==> src/rtl/pwm_demod.sv <==
// pwm_demod
//   Recovers the duty value of a fixed-length PWM waveform. Each frame starts
//   with the input high and ends low. The block locks its frame phase to rising
//   edges and counts high samples per frame. It can average 2^AVG_LOG2 frames
//   per output, and it reports rising edges that arrive off-phase.
//
// Ports
//   clk       in   system clock
//   rst       in   synchronous, active-high reset (also clears the synchronizer)
//   sig_in    in   PWM input, asynchronous to clk
//   dc_out    out  [7:0] recovered duty, held between valid pulses
//   valid_out out  one-cycle pulse, dc_out/full_high updated in the same cycle
//   locked    out  frame phase established
//   sync_err  out  one-cycle pulse after an off-phase rising edge
//   full_high out  with valid_out: some averaged frame had every sample high
module pwm_demod #(
   parameter int PERIOD   = 256,
   parameter int AVG_LOG2 = 0
) (
   input  logic       clk,
   input  logic       rst,
   input  logic       sig_in,
   output logic [7:0] dc_out,
   output logic       valid_out,
   output logic       locked,
   output logic       sync_err,
   output logic       full_high
);

   localparam int ACC_W = 8 + AVG_LOG2;
   localparam int FC_W  = (AVG_LOG2 == 0) ? 1 : AVG_LOG2;
   localparam logic [FC_W-1:0] FC_LAST = FC_W'((1 << AVG_LOG2) - 1);
   localparam logic [7:0]      PH_LAST = 8'(PERIOD - 1);
   localparam logic [8:0]      HC_FULL = 9'(PERIOD);

   typedef enum logic {
      ST_HUNT   = 1'b0,
      ST_LOCKED = 1'b1
   } state_e;

   logic             sync1_q;
   logic             s_q;
   logic             s_dly_q;
   logic [2:0]       fill_q;
   state_e           state_q;
   logic [7:0]       ph_q;
   logic [8:0]       hc_q;
   logic [ACC_W-1:0] acc_q;
   logic [FC_W-1:0]  fcnt_q;
   logic             full_acc_q;
   logic [7:0]       dc_q;
   logic             valid_q;
   logic             sync_err_q;
   logic             full_high_q;

   logic             rise_s;
   logic [8:0]       hc_d;
   logic [7:0]       frame_dc_s;
   logic             frame_full_s;
   logic [ACC_W-1:0] acc_d;
   logic [7:0]       avg_dc_s;

   // Two-flop synchronizer, one-cycle delayed copy, and a fill marker.
   always_ff @(posedge clk) begin
      if (rst) begin
         sync1_q <= 1'b0;
         s_q     <= 1'b0;
         s_dly_q <= 1'b0;
         fill_q  <= 3'b000;
      end else begin
         sync1_q <= sig_in;
         s_q     <= sync1_q;
         s_dly_q <= s_q;
         fill_q  <= {fill_q[1:0], 1'b1};
      end
   end

   // Edge detect and the frame arithmetic for the sample currently in s_q.
   always_comb begin
      // The cleared synchronizer is not a real low level. Without fill_q, an
      // input held high through reset would look like a rising edge.
      rise_s       = s_q & ~s_dly_q & fill_q[2];
      hc_d         = hc_q + {8'b0000_0000, s_q};
      frame_dc_s   = (hc_d > 9'd255) ? 8'hFF : hc_d[7:0];
      frame_full_s = (hc_d == HC_FULL);
      acc_d        = acc_q + ACC_W'(frame_dc_s);
      avg_dc_s     = 8'(acc_d >> AVG_LOG2);
   end

   // Frame-lock FSM with phase/count tracking, averaging and registered outputs.
   always_ff @(posedge clk) begin
      if (rst) begin
         state_q     <= ST_HUNT;
         ph_q        <= 8'd0;
         hc_q        <= 9'd0;
         acc_q       <= '0;
         fcnt_q      <= '0;
         full_acc_q  <= 1'b0;
         dc_q        <= 8'd0;
         valid_q     <= 1'b0;
         sync_err_q  <= 1'b0;
         full_high_q <= 1'b0;
      end else begin
         valid_q     <= 1'b0;
         sync_err_q  <= 1'b0;
         full_high_q <= 1'b0;
         case (state_q)
            ST_HUNT: begin
               ph_q <= 8'd0;
               hc_q <= 9'd0;
               if (rise_s) begin
                  // This sample is phase 0 of the first frame, and it is high.
                  state_q <= ST_LOCKED;
                  ph_q    <= 8'd1;
                  hc_q    <= 9'd1;
               end
            end
            ST_LOCKED: begin
               if (rise_s && (ph_q != 8'd0)) begin
                  // Off-phase edge: restart the frame here and drop all partial data.
                  // This branch also takes priority over a frame completing this cycle.
                  sync_err_q <= 1'b1;
                  ph_q       <= 8'd1;
                  hc_q       <= 9'd1;
                  acc_q      <= '0;
                  fcnt_q     <= '0;
                  full_acc_q <= 1'b0;
               end else if (ph_q == PH_LAST) begin
                  ph_q <= 8'd0;
                  hc_q <= 9'd0;
                  if (fcnt_q == FC_LAST) begin
                     valid_q     <= 1'b1;
                     dc_q        <= avg_dc_s;
                     full_high_q <= full_acc_q | frame_full_s;
                     acc_q       <= '0;
                     fcnt_q      <= '0;
                     full_acc_q  <= 1'b0;
                  end else begin
                     acc_q      <= acc_d;
                     fcnt_q     <= fcnt_q + FC_W'(1);
                     full_acc_q <= full_acc_q | frame_full_s;
                  end
               end else begin
                  ph_q <= ph_q + 8'd1;
                  hc_q <= hc_d;
               end
            end
            default: begin
               state_q <= ST_HUNT;
            end
         endcase
      end
   end

   assign dc_out    = dc_q;
   assign valid_out = valid_q;
   assign locked    = (state_q == ST_LOCKED);
   assign sync_err  = sync_err_q;
   assign full_high = full_high_q;

endmodule
==> config.mk <==
export PLATFORM = sky130hd
export DESIGN_NAME = pwm_demod
export DESIGN_NICKNAME = d
export VERILOG_FILES = /design/src/rtl/pwm_demod.sv
export SDC_FILE = /design/constraint.sdc
export NUM_CORES = 1
export LEC_CHECK = 0
export CAP_MARGIN = 20
export CORE_MARGIN = 5
export CORE_UTILIZATION = 47
export DETAILED_ROUTE_END_ITERATION = 7
export PLACE_DENSITY = 0.68
export RECOVER_POWER = 25
export SETUP_SLACK_MARGIN = 0.05
export SLEW_MARGIN = 5
export SYNTH_ARGS = -nofsm -noshare
export SYNTH_HDL_FRONTEND = slang
export SYNTH_SLANG_ARGS = --single-unit
==> constraint.sdc <==
create_clock -name clk -period 3.6 [get_ports clk]
set_input_delay 1.08 -clock clk [delete_from_list [all_inputs] [get_ports clk]]
set_output_delay 1.08 -clock clk [all_outputs]
set_load 0.05 [all_outputs]
# Word level (Yosys, flattened, before mapping)
# Index checks and enable logic that the tools add are counted.
[classes] n_addsub=4 order_cmp=1 n_eq_ne=2 n_mux=23 n_bitwise=8 reduce_logical=8
[ops] operator="two-way mux 8 bit" count=6
[ops] operator="two-way mux 9 bit" count=2
[ops] operator="case mux 9 bit (2 select lines)" count=1
[ops] operator="case mux 8 bit (2 select lines)" count=1
[ops] operator="two-way mux 1 bit" count=13
[ops] operator="adder 9 x 1 -> 9 bit" count=1
[ops] operator="== test 9 bit, second input constant" count=1
[ops] operator="> comparator 9 x 8 -> 1 bit, second input constant" count=1
[ops] operator="adder 8 x 1 -> 8 bit, second input constant" count=1
[ops] operator="adder 8 bit" count=1
[ops] operator="== test 8 bit, second input constant" count=1
[ops] operator="nonzero test 8 bit" count=1
[ops] operator="inverter 1 bit" count=5
[ops] operator="OR reduction 5 bit" count=1
[ops] operator="AND reduction 4 bit" count=1
[ops] operator="OR reduction 4 bit" count=1
[ops] operator="AND 1 bit" count=2
[ops] operator="AND reduction 2 bit" count=1
[ops] operator="nonzero test 2 bit" count=1
[ops] operator="OR reduction 2 bit" count=1
[ops] operator="adder 1 bit, second input constant" count=1
[ops] operator="logical AND 1 bit" count=1
[ops] operator="bitwise OR 1 bit" count=1
[totals] reg_bits=45 in_bits=3 output_inout_bits=12 wordCells=61

# Depth between registers and ports, before layout
# Gate-level depths: netlist of run 1.
[depth] ltp_word=7 mapped_depth=7 ltp_nobuf=6

# Worst setup path before layout of run 1
# Ideal clock, no wire load.
[synth_timing] path_type="reg2reg" start="reg state_q, in the netlist locked" end="reg dc_q[0], in the netlist dc_out[0]" setup_time_ps=143 arrival_ps=1767 setup_slack_ps=1690 path_stages_with_launch=6 path_buffers=1 period_less_slack_ps=1910 cell_sequence="dfxtp_1 -> or4b_4 -> o22ai_4 -> and4bb_1 -> buf_6 -> a211oi_2"
[synth_between] elab_chain_len=1
[synth_rtl] element="from (decl)" line_no="45" source="state_e state_q;"
[synth_rtl] element="from (signal assigned)" line_no="93" source="state_q <= ST_HUNT;"
[synth_rtl] element="from (signal assigned)" line_no="113" source="state_q <= ST_LOCKED;"
[synth_rtl] element="from (signal assigned)" line_no="149" source="state_q <= ST_HUNT;"
[synth_rtl] element="AND reduction 4 bit (no source line)"
[synth_rtl] element="to (signal assigned)" line_no="133" source="dc_q <= avg_dc_s;"
[synth_rtl] element="to (decl)" line_no="51" source="logic [7:0] dc_q;"
# No other way between the ends.
# A chain may end at the register's enable or synchronous reset.

==> out/metrics.json, run 1 <==
{
  "fp.dieArea_mm2": 0.00437,
  "critPathRequiredTime_ps": 3810,
  "fmax_mhz": 371,
  "start_util": 0.489,
  "timing.final.hold_violations": 0,
  "area_of_the_placeable_core_mm2": 0.00303,
  "fin_hold_ws_ps": 453,
  "timing.setup.critical_path_class": "in2reg",
  "critical_path.startpoint_type": "input pin",
  "die_w_um": 66.1,
  "ys_types": 32,
  "leakagePower_nw": 0.568,
  "die_h_um": 66.1,
  "cts-buffers-inserted": 5,
  "detailed_placement_hpwl_mm": 2.04,
  "final.period_utilization": 0.749,
  "setup.reg_to_reg.worst_slack_ps": 1240,
  "synthCells": 149,
  "library_cell_used_as_clock_root_buffer": "sky130_fd_sc_hd__clkbuf_4",
  "number_of_antenna_violations_at_the_first_check_in_global_routing": 0,
  "totalNegativeSetupSlack_ps": 0,
  "antenna_violating_nets_post_route": 0,
  "tritoncts": "built",
  "postCtsSetupBuffers": 0,
  "synthesis.yosys.warnings": 0,
  "via_count_of_the_first_global_routing_pass": 1058,
  "cts.sink_count": 35,
  "hp-class": "reg2reg",
  "worstMarginPinSlew_ps": 787,
  "io_pins": 15,
  "share_of_flip_flops_with_an_asynchronous_set_or_reset_after_synthesis": 0,
  "finalWeightedCongestion": 0.776,
  "final_area_mm2": 0.00172,
  "cts_buffer_depth": 2,
  "clkTransAtPathRegs_ps": 100,
  "synth.net_count": 156,
  "synth-seq-cells": 35,
  "synth_enable_flop_cells": 0,
  "timing.final.setup_violations": 0,
  "drt_iter0_drc": 39,
  "max_slew_margin": 0.475,
  "clock_insertion_delay_worst_skew_ps": 340,
  "finish.net_count": 173,
  "port_buffers": 14,
  "cp_max_fo": 15,
  "grt_pass1_wl_mm": 4.86,
  "finClkSkew_ps": 5.22,
  "critical_path.endpoint_type": "flop",
  "final_period_minus_worst_setup_slack_ps": 2700,
  "routedWlPerCell_um": 13.4,
  "via_count": 1100,
  "arrival_ps": 2910,
  "synth_sequential_area_ratio": 0.473,
  "synthToLayoutAreaGrowth_pct": 16.4,
  "layoutNonFillerInstCount": 211,
  "placedCellCount": 203,
  "htree_levels": 2,
  "grt_start_max_net_pins": 16,
  "antenna_cells": 0,
  "route.final.wire_length_mm": 2.82,
  "timing.final.max_slew_violations": 0,
  "timing.max_cap.violations": 0,
  "cts_repair_resize_count": 0,
  "rsz0062_at_grt": "false",
  "post_synth_main_area_contributors": "sky130_fd_sc_hd__dfxtp_1 47%, sky130_fd_sc_hd__a211oi_2 6.8%, sky130_fd_sc_hd__nor2_1 4.6%, sky130_fd_sc_hd__a21oi_1 4.1%, sky130_fd_sc_hd__nand3_1 3.7%",
  "firstDrtPassIters": 4,
  "post-route-drc-count": 0,
  "netlist.top_cell.by_area": "sky130_fd_sc_hd__dfxtp_1",
  "final_layout_size_suffix_gt1_frac": 0.144,
  "synthFlopType": "sky130_fd_sc_hd__dfxtp_1",
  "global_route.usage.total": 0.150,
  "leading_cell_type_by_number_of_instances_after_synthesis": "sky130_fd_sc_hd__dfxtp_1",
  "placedInstanceArea_mm2": 0.00164,
  "pwrdens_mw_per_mm2": 406,
  "synthesis.area_mm2": 0.00148,
  "post_synth_most_frequent_cells": "35 x sky130_fd_sc_hd__dfxtp_1, 18 x sky130_fd_sc_hd__nor2_1, 12 x sky130_fd_sc_hd__a21oi_1",
  "synthesis.area_per_instance_um2": 9.94,
  "drt-vias-per-instance": 5.21,
  "status": "complete, no violations",
  "floorplan.rows": 20,
  "worst_ir_drop_vdd_v": 0.000256,
  "gr-total-overflow": 0,
  "netlist.area_leader.share": 0.473,
  "post_cts_hold_buffer_count": 0
}
## sequential cells by signal, summed over array words and instances, names as in the netlist
name	flops
hc_q	9
dc_out	8
ph_q	8
fill_q	3
full_high	1
locked	1
s_dly_q	1
s_q	1
sync1_q	1
sync_err	1
valid_out	1
## through the flow
stage	worst slack (ps)	util	total power, mW
after floorplan	1690	-	0.411
after global placement	1250	0.542	0.415
after detailed placement	1150	0.542	0.416
after CTS	992	0.571	0.706
after global routing	709	0.569	0.732
final	903	0.569	0.700
## where the power goes
| group | internal, mW | switching, mW |
|---|---|---|
| Clock | 0.164 | 0.130 |
| Sequential | 0.390 | 0.00116 |
| Combinational | 0.00565 | 0.00894 |
| Total | 0.560 | 0.140 |
## final cells by class
| cell class | count | area [µm²] |
|---|---|---|
| well taps | 44 | 55.1 |
| clock inverters | 2 | 35.0 |
| fillers | 287 | 1300 |
| flip-flops and latches | 35 | 701 |
| clock buffers | 6 | 51.3 |
| repair buffers | 15 | 144 |
| inverters | 10 | 37.5 |
| multi-input cells | 99 | 701 |
## worst paths after layout
kind,cells past startpoint,from,end
setup / recovery,5,rst,hc_q[6]$_SDFF_PP0_
hold / removal,1,sync1_q$_SDFF_PP0_,s_q$_SDFF_PP0_
setup reg to reg,5,ph_q[0]$_SDFF_PP0_,dc_out[1]$_SDFFE_PP0P_
hold reg to reg,1,sync1_q$_SDFF_PP0_,s_q$_SDFF_PP0_
## worst max-delay path, cell delays in order
cell and delay (ps):
sky130_fd_sc_hd__dlygate4sd3_1 520, sky130_fd_sc_hd__clkbuf_1 600, sky130_fd_sc_hd__inv_1 280, sky130_fd_sc_hd__o211ai_2 310
sky130_fd_sc_hd__nor2_1 120
## layout by cell type (no fill, tap or decap), types with 2 or more instances in the layout
master                            Yosys  layout
sky130_fd_sc_hd__nand3_1             11      11
sky130_fd_sc_hd__nor2_1              18      18
sky130_fd_sc_hd__or4b_4               2       2
sky130_fd_sc_hd__nand4_1              2       2
sky130_fd_sc_hd__a211oi_2             8       8
sky130_fd_sc_hd__dfxtp_1             35      35
sky130_fd_sc_hd__xor2_1               6       6
sky130_fd_sc_hd__nand2_1              2       2
sky130_fd_sc_hd__nor2b_1              5       5
sky130_fd_sc_hd__ha_1                 4       4
sky130_fd_sc_hd__a21oi_1             12      12
sky130_fd_sc_hd__nor3_1               3       3
sky130_fd_sc_hd__clkbuf_4             0       5
sky130_fd_sc_hd__and3_1               2       2
sky130_fd_sc_hd__inv_1               10      10
sky130_fd_sc_hd__nor4_1               2       2
sky130_fd_sc_hd__xnor2_1              5       5
sky130_fd_sc_hd__clkdlybuf4s50_1      0      13
sky130_fd_sc_hd__o21ai_0              4       4
sky130_fd_sc_hd__o2111a_1             2       2
## kinds of logic (layout without fill, tap and decap cells)
group	count (synthesis)	count (layout)	share of synthesized area
flops	35	35	0.473
mux	1	1	0.00760
xor+xnor	11	11	0.0650
compound gates	30	30	0.170
buf+inv	15	33	0.0540
fa+ha+maj	4	4	0.0338
simple gates	53	53	0.197
## routing by layer
layer / vias to the layer above / GRT usage / part of all wire
met2: 20 / 0.227 / 0.46
met4: 0 / 0.0533 / 0.015
li1: 555 / - / -
met3: 5 / 0.0561 / 0.050
met1: 520 / 0.196 / 0.47
met5: - / 0 / 0
Note: power is estimated with default switching activity, not from simulation.
==> run 2: changes to the inputs <==
==> constraint.sdc (replaced) <==
create_clock -name clk -period 2.5 [get_ports clk]
set_input_delay 0.75 -clock clk [delete_from_list [all_inputs] [get_ports clk]]
set_output_delay 0.75 -clock clk [all_outputs]
set_load 0.05 [all_outputs]
==> run 2 against run 1 <==
Against the previous run: first-iteration DRC count down 23%; die area unchanged; non-clock buffer count up 2; utilization down 0.91 points; global-route usage up 0.55 points; sequential cell count unchanged; cell area down 1.6%; critical endpoint is now locked; largest power group unchanged; highest routed layer unchanged.
==> out/metrics.json, run 2 (synthesis results as in run 1) <==
{
  "status": {"value": "complete, no violations", "change": "unchanged"},
  "final_layout_size_suffix_gt1_frac": {"value": 0.142, "change": "was 0.144"},
  "antenna_violating_nets_post_route": {"value": 0, "change": "unchanged"},
  "timing.final.setup_violations": {"value": 0, "change": "unchanged"},
  "start_util": {"value": 0.489, "change": "unchanged"},
  "tritoncts": {"value": "built", "change": "unchanged"},
  "totalNegativeSetupSlack": {"value": 0, "unit": "ps", "change": "unchanged"},
  "critical_path.endpoint_type": {"value": "output port", "change": "was flop"},
  "worstMarginPinSlew": {"value": 793, "unit": "ps", "change": "was 787 ps"},
  "design_power_total": {"value": 902, "unit": "µW", "change": "was 700 µW"},
  "library_cell_used_as_clock_root_buffer": {"value": "sky130_fd_sc_hd__clkbuf_4", "change": "unchanged"},
  "via_count_of_the_first_global_routing_pass": {"value": 1122, "change": "was 1058"},
  "htree_levels": {"value": 2, "change": "unchanged"},
  "max_flop_register": {"value": "hc_q", "change": "unchanged"},
  "worst_ir_drop_vdd": {"value": 0.000396, "unit": "V", "change": "was 0.000256 V"},
  "io_pins": {"value": 15, "change": "unchanged"},
  "floorplan.rows": {"value": 20, "change": "unchanged"},
  "timing.max_cap.violations": {"value": 0, "change": "unchanged"},
  "final_common_cell": {"value": "sky130_fd_sc_hd__dfxtp_1", "change": "unchanged"},
  "largest_delay_contributor_family_on_the_critical_path": {"value": "buffers and inverters", "change": "unchanged"},
  "fmax_mhz": 438,
  "clock_insertion_delay_worst_skew": {"value": 340, "unit": "ps", "change": "about the same"},
  "post_cts_hold_buffer_count": {"value": 0, "change": "unchanged"},
  "leakagePower": {"value": 0.558, "unit": "nW", "change": "was 0.568 nW"},
  "critical_path.startpoint": {"value": "locked$_SDFF_PP0_", "change": "was rst"},
  "regToRegEndpoint": {"value": "hc_q[2]$_SDFF_PP0_", "change": "was dc_out[1]$_SDFFE_PP0P_"},
  "worst-path-stages": {"value": 1, "change": "was 5"},
  "antenna_cells": {"value": 0, "change": "unchanged"},
  "cts_repair_resize_count": {"value": 0, "change": "unchanged"},
  "critical-path-slowest-cell": {"value": "sky130_fd_sc_hd__clkdlybuf4s50_1", "change": "was sky130_fd_sc_hd__clkbuf_1"},
  "grt_pass1_wl": {"value": 5.18, "unit": "mm", "change": "was 4.86 mm"},
  "timing.setup.critical_path_class": {"value": "reg2out", "change": "was in2reg"},
  "via_count": {"value": 1120, "change": "was 1100"},
  "postLayoutSetupSlackWorst": {"value": 215, "unit": "ps", "change": "was 903 ps"},
  "cp_max_fo": {"value": 4, "change": "was 15"},
  "cpPeakStageDelay": {"value": 810, "unit": "ps", "change": "was 600 ps"},
  "hold_path.startpoint": {"value": "sync1_q$_SDFF_PP0_", "change": "unchanged"},
  "arrival": {"value": 1530, "unit": "ps", "change": "was 2910 ps"},
  "final_cell_mix": {"value": "35 x sky130_fd_sc_hd__dfxtp_1, 18 x sky130_fd_sc_hd__nor2_1, 13 x sky130_fd_sc_hd__clkdlybuf4s50_1", "change": "unchanged"},
  "synthToLayoutAreaGrowth": {"value": 14.5, "unit": "%", "change": "was 16.4%"},
  "final_period_minus_worst_setup_slack_ps": 2280,
  "r2r_start": {"value": "ph_q[0]$_SDFF_PP0_", "change": "unchanged"},
  "drt_iter0_drc": {"value": 30, "change": "was 39"},
  "timing.final.hold_violations": {"value": 0, "change": "unchanged"},
  "cts-buffers-inserted": {"value": 5, "change": "unchanged"},
  "pwrdens": {"value": 531, "unit": "mW/mm²", "change": "was 406 mW/mm²"},
  "cell_depth_of_the_worst_flop_to_flop_path": {"value": 7, "change": "was 5"},
  "grt_start_max_net_pins": {"value": 15, "change": "was 16"},
  "seqCellArea": {"value": 701, "unit": "µm²", "change": "unchanged"},
  "finish.net_count": {"value": 175, "change": "was 173"},
  "worstPathBufferInverterCount": {"value": 1, "change": "was 3"},
  "max_slew_margin": {"value": 0.471, "change": "was 0.475"},
  "fin_hold_ws": {"value": 455, "unit": "ps", "change": "was 453 ps"},
  "detailed_placement_hpwl": {"value": 2.24, "unit": "mm", "change": "was 2.04 mm"},
  "timing.final.max_slew_violations": {"value": 0, "change": "unchanged"},
  "drt-vias-per-instance": {"value": 5.26, "change": "was 5.21"},
  "area_of_the_placeable_core": {"value": 0.00303, "unit": "mm²", "change": "unchanged"},
  "largest_register_ff_count": {"value": 9, "change": "unchanged"},
  "cts.sink_count": {"value": 35, "change": "unchanged"},
  "crit_path_end": {"value": "locked", "change": "was hc_q[6]$_SDFF_PP0_"},
  "die_w": {"value": 66.1, "unit": "µm", "change": "unchanged"},
  "finalWeightedCongestion": {"value": 0.838, "change": "was 0.776"},
  "cts_buffer_depth": {"value": 2, "change": "unchanged"},
  "global_route.usage.total": {"value": 0.156, "change": "was 0.150"},
  "gr-total-overflow": {"value": 0, "change": "unchanged"},
  "cp_cell_sequence": {"value": "clkdlybuf4s50_1", "change": "was dlygate4sd3_1, clkbuf_1, inv_1, o211ai_2, nor2_1"},
  "setup.reg_to_reg.worst_slack": {"value": 340, "unit": "ps", "change": "was 1240 ps"},
  "number_of_antenna_violations_at_the_first_check_in_global_routing": {"value": 0, "change": "unchanged"},
  "multi_input_comb_area": {"value": 683, "unit": "µm²", "change": "was 701 µm²"},
  "critical_path.startpoint_type": {"value": "flop", "change": "was input pin"},
  "place_ws": {"value": 502, "unit": "ps", "change": "was 1150 ps"},
  "fin_util": {"value": 0.560, "change": "was 0.569"},
  "rsz0062_at_grt": {"value": "false", "change": "unchanged"},
  "critPathRequiredTime": {"value": 1750, "unit": "ps", "change": "was 3810 ps"},
  "clkTransAtPathRegs": {"value": 120, "unit": "ps", "change": "was 100 ps"},
  "firstDrtPassIters": {"value": 4, "change": "unchanged"},
  "die_h": {"value": 66.1, "unit": "µm", "change": "unchanged"},
  "post-route-drc-count": {"value": 0, "change": "unchanged"},
  "hp-class": {"value": "reg2reg", "change": "unchanged"},
  "route.final.wire_length": {"value": 3.08, "unit": "mm", "change": "was 2.82 mm"},
  "finClkSkew": {"value": 11.3, "unit": "ps", "change": "was 5.22 ps"},
  "routedWlPerCell": {"value": 14.5, "unit": "µm", "change": "was 13.4 µm"},
  "final.period_utilization": 0.914,
  "fp.dieArea": {"value": 0.00437, "unit": "mm²", "change": "unchanged"},
  "final.fill_count": {"value": 285, "change": "was 287"},
  "port_buffers": {"value": 14, "change": "unchanged"},
  "postCtsSetupBuffers": {"value": 0, "change": "unchanged"}
}
run 2: cell types whose count changed in the layout (fill, tap and decap cells not counted), sizes merged:
cell / previous run / this run
buf: 0 / 2
clkinvlp: 0 / 2
bufinv: 1 / 0
clkbuf: 7 / 6
clkinv: 1 / 0
inv: 10 / 11
run 2: through the flow:
stage                     std cells  instance area (µm²)
after global routing            213                 1700
after CTS                       213                 1720
after floorplan                 149                 1480
after global placement          205                 1660
final                           213                 1700
after detailed placement        205                 1660
run 2: final cells by class:
class	instances	share of cell area
inverters	10	0.0221
multi-input cells	99	0.403
clock buffers	5	0.0221
repair buffers	17	0.0937
clock inverters	3	0.0140
well taps	44	0.0324
flip-flops and latches	35	0.413
run 2: report_power, final:
part | internal (mW) | switching (mW) | leakage [nW]
Sequential | 0.562 | 0.00171 | 0.283
Clock | 0.112 | 0.204 | 0.0278
Combinational | 0.00800 | 0.0136 | 0.247
Total | 0.683 | 0.219 | 0.558
run 2: how the worst min path moves through the flow:
stage | to | cells past startpoint
CTS | s_q$_SDFF_PP0_ | 1
global placement | fill_q[2]$_SDFF_PP0_ | 1
floorplan | fill_q[1]$_SDFF_PP0_ | 1
global route | s_q$_SDFF_PP0_ | 1
detailed placement | s_q$_SDFF_PP0_ | 1
finish | s_q$_SDFF_PP0_ | 1
run 2: routing by layer:
metal	vias to the layer above	track usage	wire, µm
met5	-	0	0
met4	0	0.0381	34
met3	5	0.0561	154
met2	28	0.264	1480
met1	524	0.187	1420
li1	563	-	-
